==> src/rtl/serial_adder_pkg.sv <==
// Shared types and helpers for the digit-serial adder.
// The optional subtract path is enabled by defining SERIAL_ADDER_SUB_EN.
package serial_adder_pkg;

   typedef enum logic [1:0] {
      IDLE = 2'd0,
      RUN  = 2'd1,
      DONE = 2'd2
   } state_t;

   // Counter width that stays legal when only one digit exists.
   function automatic int cnt_width(input int n);
      return (n > 1) ? $clog2(n) : 1;
   endfunction

endpackage

==> src/rtl/serial_adder_if.sv <==
// Operand/result handshake bundle for serial_adder.
// The sub signal exists only when SERIAL_ADDER_SUB_EN is defined.
interface serial_adder_if #(
   parameter int WIDTH = 16
) ();
   logic             in_valid;
   logic             in_ready;
   logic [WIDTH-1:0] a;
   logic [WIDTH-1:0] b;
   logic             cin;
`ifdef SERIAL_ADDER_SUB_EN
   logic             sub;
`endif
   logic             out_valid;
   logic             out_ready;
   logic [WIDTH-1:0] sum;
   logic             cout;
   logic             ovf;

   modport master (
      output in_valid, a, b, cin,
`ifdef SERIAL_ADDER_SUB_EN
      output sub,
`endif
      output out_ready,
      input  in_ready, out_valid, sum, cout, ovf
   );

   modport slave (
      input  in_valid, a, b, cin,
`ifdef SERIAL_ADDER_SUB_EN
      input  sub,
`endif
      input  out_ready,
      output in_ready, out_valid, sum, cout, ovf
   );
endinterface

==> src/rtl/serial_adder_fa_slice.sv <==
// DIGIT-bit combinational ripple-carry adder; also exposes the carry into
// its top bit so the caller can derive signed overflow.
module fa_slice #(
   parameter int DIGIT = 4
) (
   input  logic [DIGIT-1:0] x,
   input  logic [DIGIT-1:0] y,
   input  logic             ci,
   output logic [DIGIT-1:0] s,
   output logic             co,
   output logic             c_msb_in
);
   logic [DIGIT:0] c;

   assign c[0] = ci;

   generate
      for (genvar gi = 0; gi < DIGIT; gi++) begin : g_bit
         assign s[gi]   = x[gi] ^ y[gi] ^ c[gi];
         assign c[gi+1] = (x[gi] & y[gi]) | (c[gi] & (x[gi] ^ y[gi]));
      end
   endgenerate

   assign co       = c[DIGIT];
   assign c_msb_in = c[DIGIT-1];
endmodule

==> src/rtl/serial_adder.sv <==
// Digit-serial adder: adds DIGIT bits per cycle, LSB first, WIDTH/DIGIT cycles.
// Define SERIAL_ADDER_SUB_EN to add the sub port (a - b as a + ~b + 1).
module serial_adder
   import serial_adder_pkg::*;
#(
   parameter int WIDTH = 16,
   parameter int DIGIT = 4
) (
   input  logic          clk,
   input  logic          rst_n,
   serial_adder_if.slave bus
);
   localparam int              NDIG = WIDTH / DIGIT;
   localparam int              CW   = cnt_width(NDIG);
   localparam logic [CW-1:0]   LAST = CW'(NDIG - 1);

   generate
      if (DIGIT < 1 || WIDTH < DIGIT || (WIDTH % DIGIT) != 0) begin : g_param_check
         $error("serial_adder: WIDTH must be a positive multiple of DIGIT");
      end
   endgenerate

   state_t           state_q, state_d;
   logic [CW-1:0]    cnt_q, cnt_d;
   logic             carry_q, carry_d;
   logic [WIDTH-1:0] a_q, a_d;
   logic [WIDTH-1:0] b_q, b_d;
   logic [WIDTH-1:0] sum_q, sum_d;
   logic             cout_q, cout_d;
   logic             ovf_q, ovf_d;

   logic [DIGIT-1:0] x_sl, y_sl, s_sl;
   logic             co_sl, cmsb_sl;

   always_comb begin
      x_sl = '0;
      y_sl = '0;
      for (int i = 0; i < NDIG; i++) begin
         if (cnt_q == CW'(i)) begin
            x_sl = a_q[i*DIGIT +: DIGIT];
            y_sl = b_q[i*DIGIT +: DIGIT];
         end
      end
   end

   fa_slice #(.DIGIT(DIGIT)) u_fa (
      .x        (x_sl),
      .y        (y_sl),
      .ci       (carry_q),
      .s        (s_sl),
      .co       (co_sl),
      .c_msb_in (cmsb_sl)
   );

   always_comb begin
      state_d = state_q;
      cnt_d   = cnt_q;
      carry_d = carry_q;
      a_d     = a_q;
      b_d     = b_q;
      sum_d   = sum_q;
      cout_d  = cout_q;
      ovf_d   = ovf_q;

      case (state_q)
         IDLE: begin
            if (bus.in_valid) begin
               a_d   = bus.a;
`ifdef SERIAL_ADDER_SUB_EN
               // Subtraction reuses the adder: invert B and force carry-in.
               b_d     = bus.sub ? ~bus.b : bus.b;
               carry_d = bus.sub ? 1'b1 : bus.cin;
`else
               b_d     = bus.b;
               carry_d = bus.cin;
`endif
               cnt_d   = '0;
               state_d = RUN;
            end
         end
         RUN: begin
            for (int i = 0; i < NDIG; i++) begin
               if (cnt_q == CW'(i)) begin
                  sum_d[i*DIGIT +: DIGIT] = s_sl;
               end
            end
            carry_d = co_sl;
            cnt_d   = cnt_q + 1'b1;
            if (cnt_q == LAST) begin
               cnt_d   = '0;
               cout_d  = co_sl;
               ovf_d   = co_sl ^ cmsb_sl;
               state_d = DONE;
            end
         end
         DONE: begin
            if (bus.out_ready) begin
               state_d = IDLE;
            end
         end
         default: state_d = IDLE;
      endcase
   end

   always_ff @(posedge clk or negedge rst_n) begin
      if (!rst_n) begin
         state_q <= IDLE;
         cnt_q   <= '0;
         carry_q <= 1'b0;
         a_q     <= '0;
         b_q     <= '0;
         sum_q   <= '0;
         cout_q  <= 1'b0;
         ovf_q   <= 1'b0;
      end else begin
         state_q <= state_d;
         cnt_q   <= cnt_d;
         carry_q <= carry_d;
         a_q     <= a_d;
         b_q     <= b_d;
         sum_q   <= sum_d;
         cout_q  <= cout_d;
         ovf_q   <= ovf_d;
      end
   end

   assign bus.in_ready  = (state_q == IDLE);
   assign bus.out_valid = (state_q == DONE);
   assign bus.sum       = sum_q;
   assign bus.cout      = cout_q;
   assign bus.ovf       = ovf_q;
endmodule

==> src/flat_wrapper.sv <==
// flat-port wrapper written by rule: the top's interface ports become plain ports
module serial_adder_flat import serial_adder_pkg::*;
#(
   parameter int WIDTH = 16,
   parameter int DIGIT = 4
)
  (clk, rst_n, bus_in_valid, bus_a, bus_b, bus_cin, bus_out_ready, bus_in_ready, bus_out_valid, bus_sum, bus_cout, bus_ovf);
  serial_adder_if #(.WIDTH(WIDTH)) bus_i ();
  input  logic clk;
  input  logic rst_n;
  input wire logic [$bits(bus_i.in_valid)-1:0] bus_in_valid;
  input wire logic [$bits(bus_i.a)-1:0] bus_a;
  input wire logic [$bits(bus_i.b)-1:0] bus_b;
  input wire logic [$bits(bus_i.cin)-1:0] bus_cin;
  input wire logic [$bits(bus_i.out_ready)-1:0] bus_out_ready;
  output wire logic [$bits(bus_i.in_ready)-1:0] bus_in_ready;
  output wire logic [$bits(bus_i.out_valid)-1:0] bus_out_valid;
  output wire logic [$bits(bus_i.sum)-1:0] bus_sum;
  output wire logic [$bits(bus_i.cout)-1:0] bus_cout;
  output wire logic [$bits(bus_i.ovf)-1:0] bus_ovf;
  assign bus_i.in_valid = bus_in_valid;
  assign bus_i.a = bus_a;
  assign bus_i.b = bus_b;
  assign bus_i.cin = bus_cin;
  assign bus_i.out_ready = bus_out_ready;
  assign bus_in_ready = bus_i.in_ready;
  assign bus_out_valid = bus_i.out_valid;
  assign bus_sum = bus_i.sum;
  assign bus_cout = bus_i.cout;
  assign bus_ovf = bus_i.ovf;
  serial_adder #(.WIDTH(WIDTH), .DIGIT(DIGIT)) u_core (.clk(clk), .rst_n(rst_n), .bus(bus_i));
endmodule
==> config.mk <==
export PLATFORM = sky130hd
export DESIGN_NAME = serial_adder_flat
export DESIGN_NICKNAME = d
export VERILOG_FILES = /design/src/rtl/serial_adder_pkg.sv /design/src/rtl/serial_adder_if.sv /design/src/rtl/serial_adder_fa_slice.sv /design/src/rtl/serial_adder.sv /design/src/flat_wrapper.sv
export SDC_FILE = /design/constraint.sdc
export NUM_CORES = 1
export LEC_CHECK = 0
export CORE_AREA = 2 2 89 70
export CTS_BUF_LIST = sky130_fd_sc_hd__clkbuf_8
export DETAILED_ROUTE_END_ITERATION = 7
export DIE_AREA = 0 0 91 72
export HOLD_SLACK_MARGIN = 0.03
export PLACE_DENSITY = 0.76
export SKIP_CTS_REPAIR_TIMING = 1
export SYNTH_ARGS = -nofsm -noshare
export SYNTH_HDL_FRONTEND = slang
export SYNTH_HIERARCHICAL = 1
export SYNTH_SLANG_ARGS = --single-unit
==> constraint.sdc <==
create_clock -name clk -period 3.3 [get_ports clk]
set_clock_uncertainty 0.2 [all_clocks]
set_input_delay 0.825 -clock clk [delete_from_list [all_inputs] [get_ports clk]]
set_output_delay 0.825 -clock clk [all_outputs]
set_load 0.02 [all_outputs]
**Word level (Yosys, flattened, before mapping)**

Cells that the tools add are included.

- Flip-flop bits (word level): 55
- Bits in latches: 0
- RAM bits: 0
- Memory bits (read-only): 0
- Input bits: 37
- Output and inout port bits: 20
- Memories kept: 0

- Add/sub/neg operators: 1
- Multipliers: 0
- Div/mod/pow operators: 0
- Order comparisons: 0
- Eq/ne operators: 8
- Shift-type cells: 0
- Multiplexer cells: 17
- Bitwise logic cells: 21
- Reductions and logical operators: 10

Operator list:

| cell | number |
|---|---|
| 2-to-1 mux 4 bit | 8 |
| AND reduction 2 bit | 6 |
| 2-to-1 mux 2 bit | 5 |
| XOR 1 bit | 9 |
| AND 1 bit | 8 |
| == test 2 bit (second input constant) | 3 |
| case mux 2 bit (3 select lines) | 1 |
| == test 2 x 1 -> 1 bit (second input constant) | 2 |
| logical NOT 2 bit | 2 |
| != test 2 bit (second input constant) | 2 |
| OR 1 bit | 4 |
| case mux 2 bit (2 select lines) | 1 |
| AND reduction 3 bit | 1 |
| adder 2 x 1 -> 2 bit (second input constant) | 1 |
| != test 2 x 1 -> 1 bit (second input constant) | 1 |
| case mux 1 bit (2 select lines) | 1 |
| nonzero test 2 bit | 1 |
| 2-to-1 mux 1 bit | 1 |

**Depth between registers and ports, before layout**

- Depth in word-level cells: 15
- Depth in mapped cells: 14
- Mapped depth without buffers: 13

**By module**

The synthesis kept the hierarchy.

By module, submodules not included:

| module | instances | cells each | area each (sq um) |
|---|---|---|---|
| serial_adder | 1 | 174 | 2484.9 |
| fa_slice | 1 | 12 | 110.1 |

**Worst setup path after synthesis**

OpenSTA, ideal clock, no wires.

- Path kind: flip-flop to flip-flop
- From: register u_core.cnt_q[0]
- To: register u_core.sum_q[11], in the netlist u_core/bus.sum[11]
- Library setup time: 0.128 ns
- Arrival time: 3.036 ns
- Required time: 2.972 ns
- Slack: -0.063 ns
- Stages on the path, launching flop included: 14
- Buffers on the path: 1
- Cell sequence: dfrtp_1 > inv_1 > ha_1 > nand2b_1 > clkbuf_1 > o22ai_1 > a31oi_1 > fa_1 > inv_1 > fa_1 > fa_1 > inv_1 > fa_1 > mux2_1

- Word-level cells in the longest chain between the ends: 13
- Elaborated cells between the ends (all ways): 27
- Classes of those cells: 3 x eq/ne; 8 x mux; 14 x bitwise; 2 x reduce/logical

RTL lines:

| item | RTL line | source |
|---|---|---|
| start: declaration | serial_adder.sv:24 | `logic [CW-1:0] cnt_q, cnt_d;` |
| start signal: assignment | serial_adder.sv:117 | `cnt_q <= cnt_d;` |
| logical NOT 2 bit | serial_adder.sv:39 | `if (cnt_q == CW'(i)) begin` |
| 2-to-1 mux 4 bit (3 in series) | serial_adder.sv:39 |  |
| 2-to-1 mux 4 bit (*) | serial_adder.sv:39 |  |
| named net u_core.y_sl[0] | serial_adder.sv:32 | `logic [DIGIT-1:0] x_sl, y_sl, s_sl;` |
| XOR 1 bit | serial_adder_fa_slice.sv:20 | `assign c[gi+1] = (x[gi] & y[gi]) \| (c[gi] & (x[gi] ^ y[gi]));` |
| AND 1 bit | serial_adder_fa_slice.sv:20 |  |
| OR 1 bit (*) | serial_adder_fa_slice.sv:20 |  |
| AND 1 bit (*) | serial_adder_fa_slice.sv:20 |  |
| OR 1 bit (*) | serial_adder_fa_slice.sv:20 |  |
| AND 1 bit (*) | serial_adder_fa_slice.sv:20 |  |
| OR 1 bit (*) | serial_adder_fa_slice.sv:20 |  |
| named net u_core.cmsb_sl | serial_adder.sv:33 | `logic co_sl, cmsb_sl;` |
| XOR 1 bit (*) | serial_adder_fa_slice.sv:19 | `assign s[gi] = x[gi] ^ y[gi] ^ c[gi];` |
| named net u_core.s_sl[3] | serial_adder.sv:32 |  |
| end signal: assignment | serial_adder.sv:121 | `sum_q <= sum_d;` |
| end: declaration | serial_adder.sv:28 | `logic [WIDTH-1:0] sum_q, sum_d;` |

Mark *: on every way through the listed nets, which the timed path passes. The rest lies on a longest branch.
A chain may end at the register's enable or synchronous reset.

**Worst setup path in the final report**

- From: register u_core.cnt_q[0]
- To: register u_core.sum_q[11], in the netlist u_core/bus.sum[11]

- Elaborated cells between the ends (all ways): 27
- Classes of those cells: 3 x eq/ne; 8 x mux; 14 x bitwise; 2 x reduce/logical

RTL lines:

| item | RTL line |
|---|---|
| logical NOT 2 bit | serial_adder.sv:39 |
| 2-to-1 mux 4 bit (3 in series) | serial_adder.sv:39 |
| 2-to-1 mux 4 bit (*) | serial_adder.sv:39 |
| named net u_core.y_sl[1] | serial_adder.sv:32 |
| XOR 1 bit | serial_adder_fa_slice.sv:20 |
| AND 1 bit | serial_adder_fa_slice.sv:20 |
| OR 1 bit (*) | serial_adder_fa_slice.sv:20 |
| AND 1 bit (*) | serial_adder_fa_slice.sv:20 |
| OR 1 bit (*) | serial_adder_fa_slice.sv:20 |
| named net u_core.cmsb_sl | serial_adder.sv:33 |
| XOR 1 bit (*) | serial_adder_fa_slice.sv:19 |
| named net u_core.s_sl[3] | serial_adder.sv:32 |

Marked as above.

==> results.md <==
- Cell row count: 24
- Slowest cell on crit path: fa_2
- Largest net degree at the start of global routing: 33
- # DRC: 0
- FFs w/ async S/R, synth: 1.00
- Slowest Stage Delay on Critical Path: 460 ps
- Layout cell share with drive strength beyond 1: 0.321
- PD cells: 1140 mW/mm2
- Final WL: 5.43 mm
- Initial Utilization: 0.460
- Crit Path Category: reg2reg
- Max Root-Sink Buffers: 2
- Final critical-path share of the clock period: 0.975
- Detailed-route via count: 1,665
- Tightest Hold Check Type: in2async
- Chip height: 72 um
- IO Pins: 57
- Synth Register Bits: 55
- Design area: 0.00351 mm2
- Syn Area/Cell: 14.0 um2
- Core footprint: 0.00565 mm2
- Maximum VDD drop: 520 uV
- Most used flip-flop cell after synthesis: dfrtp_1
- Rel. slew slack: 0.699
- Port Buffers: 56
- Worst path bufs/invs: 5
- Synth-to-layout area growth: 35.1%
- Global routing met2 resource utilization: 0.268
- Fillers: 464
- First-pass GRT wire length: 8.85 mm
- Mapped Area: 0.00259 mm2
- Clock Pin Slew Worst Setup and Hold Paths: 90 ps
- CTS buffer count: 5
- Global Route met1 Usage: 0.247
- Drt pass-1 iters: 4
- Tot Pwr: 0.00400 W
- Full die area: 0.00655 mm2
- # diodes: 0
- Worst-Margin Slew: 451 ps
- Run status: complete, no violations
- Via density: 4.90
- Hpwl dp: 4.00 mm
- Max frequency: 311 MHz
- CTS sink cnt: 55
- Post-route ant nets: 0
- Crit. End Element: register
- Root Buffer: clkbuf_8
- CTS H-tree depth: 2
- Initial drt markers: 72
- Crit-path max FO: 5
- Met3 usage: 0.0447
- Number of enable flip-flop cells after synthesis: 0
- Yosys warns: 6
- Fin Setup TNS: 0 ps
- Unique masters post-synth: 28
- Fin. Hold Viols: 0
- Register area share after synthesis: 0.530
- Startpoint Class: register
- Static Leakage: 1.53 nW
- Clk_lat worst skew: 300 ps
- DR WL/cell: 16.0 um
- Fin crit period: 3220 ps
- GRT Util Overall: 0.174
- Routability congestion estimate: 0.864
- Gate count of the mapped netlist: 186
- Hold slack: 256 ps
- Area post-placement: 0.00330 mm2
- Nets@finish: 306
- Crit-path leading delay family: adder cells
- Die width: 91 um
- Busiest grt layer: met2
- Post-Syn Nets: 231
- Data arrival, critical path: 3210 ps
- Most used cell, CP: fa_2
- Crit path cell chain: inv_1 -> ha_2 -> buf_4 -> nor2_2 -> buf_4 -> a31oi_1 -> inv_1 -> fa_2 -> fa_2 -> inv_2 -> fa_2 -> mux2_1
- Max Cap Viol: 0
- TritonCTS clock tree: built
- Max-slew violations: 0
- Critical Path RT: 3300 ps
- Initial antenna violation count: 0
- Vias in the first global route: 1,787
- GRT overflow: 0
- Number of setup violations in the final report: 0
-- cell usage in the layout, fill, tap and decap left out, types with 2 or more instances in the layout --
cell type        count
nor2b_1              2
fa_2                 4
mux2_1               6
mux2_2              12
clkdlybuf4s50_1     55
nand2_1             10
a31oi_2              2
buf_4               17
ha_4                 3
a22oi_1              3
clkbuf_8             5
o21ai_0              3
nand3b_1             6
nor2_1               4
a22o_1               2
a31oi_1              3
mux2_4              30
dfrtp_1             55
o22ai_1              7
clkinvlp_4           2
inv_1               12
a21oi_1              3
inv_2                2
-- sequential cells by signal (all words and copies together), names as in the netlist --
name and flops:
u_core/b_q 16, u_core/bus.sum 16, u_core/bus.cout 1, u_core/cnt_q 2
u_core/a_q 16, u_core/bus.ovf 1, u_core/state_q 2, u_core/carry_q 1
-- routing by layer --
metal	routed length, um	up-vias
met5	0	-
met4	53	0
met3	299	6
met2	2490	50
met1	2590	812
li1	-	797
-- report_power, final --
part	leakage (nW)	switching, W	internal [W]
logic	0.828	0.00108	0.00130
clock network	0.0453	0.000207	0.000146
registers	0.654	0.000233	0.00103
total	1.53	0.00152	0.00248
-- logic make-up after synthesis --
family	count (synthesis)	synth area share
adder cells (fa/ha/maj)	8	0.0501
XOR/XNOR	1	0.00338
AND/OR/NAND/NOR	27	0.0540
buffers and inverters	20	0.0405
flip-flops	55	0.530
AO/OA/AOI/OAI	26	0.0661
multiplexers	49	0.256
-- final cells by class --
class	count	area, um2	area share
clock inverters	3	16.3	0.00464
multi-input cells	111	1190	0.339
clock buffers	5	68.8	0.0196
flip-flops and latches	55	1380	0.393
repair buffers	74	703	0.201
inverters	14	56.3	0.0161
well taps	78	97.6	0.0278
-- cells in the mapped netlist, types with 2 or more instances --
| library cell | n | area (um2) |
|---|---|---|
| nor2_1 | 5 | 18.8 |
| a22oi_1 | 3 | 22.5 |
| mux2_4 | 30 | 450 |
| dfrtp_1 | 55 | 1380 |
| o22ai_1 | 7 | 43.8 |
| a21oi_1 | 3 | 15.0 |
| nand2b_1 | 2 | 12.5 |
| nor2b_1 | 2 | 12.5 |
| ha_1 | 4 | 50.1 |
| fa_1 | 4 | 80.1 |
| nand3b_1 | 6 | 45.0 |
| nand2_1 | 10 | 37.5 |
| clkbuf_1 | 2 | 7.51 |
| a31oi_1 | 5 | 31.3 |
| inv_1 | 13 | 48.8 |
| buf_6 | 4 | 45.0 |
| o21ai_0 | 3 | 15.0 |
| mux2_2 | 12 | 135 |
| a22o_1 | 2 | 17.5 |
| mux2_1 | 6 | 67.6 |
-- per-stage QoR --
stage	setup WS, ps	std cells	utilization
finish	82.9	340	0.621
global route	-22.0	340	0.621
CTS	-155	334	0.600
detailed placement	-113	326	0.584
global placement	47.2	326	0.584
floorplan	2.56	186	-
-- worst reg2reg max path: cells and delay by family, from the launching register on --
family,cells,cell delay [ps]
AOI/OAI and AO/OA,1,140
buffers and inverters,5,600
adders and majority gates,4,1430
DFF,1,390
muxes,1,290
and+or+nand+nor,1,60
-- path summary, 6_finish.rpt --
check                                      from                  to  cells past startpoint  slack (ps)
worst min register to register   u_core/bus.ovf      u_core/bus.ovf                      2         300
min in group clk                 u_core/bus.ovf      u_core/bus.ovf                      2         300
worst max-delay path            u_core/cnt_q[0]  u_core/bus.sum[11]                     12          80
worst max register to register  u_core/cnt_q[0]  u_core/bus.sum[11]                     12          80
max in group asynchronous                 rst_n   u_core/bus.sum[0]                      2        2000
worst min-delay path                      rst_n      u_core/b_q[13]                      1         260
Power figures use the tool's default switching activity.
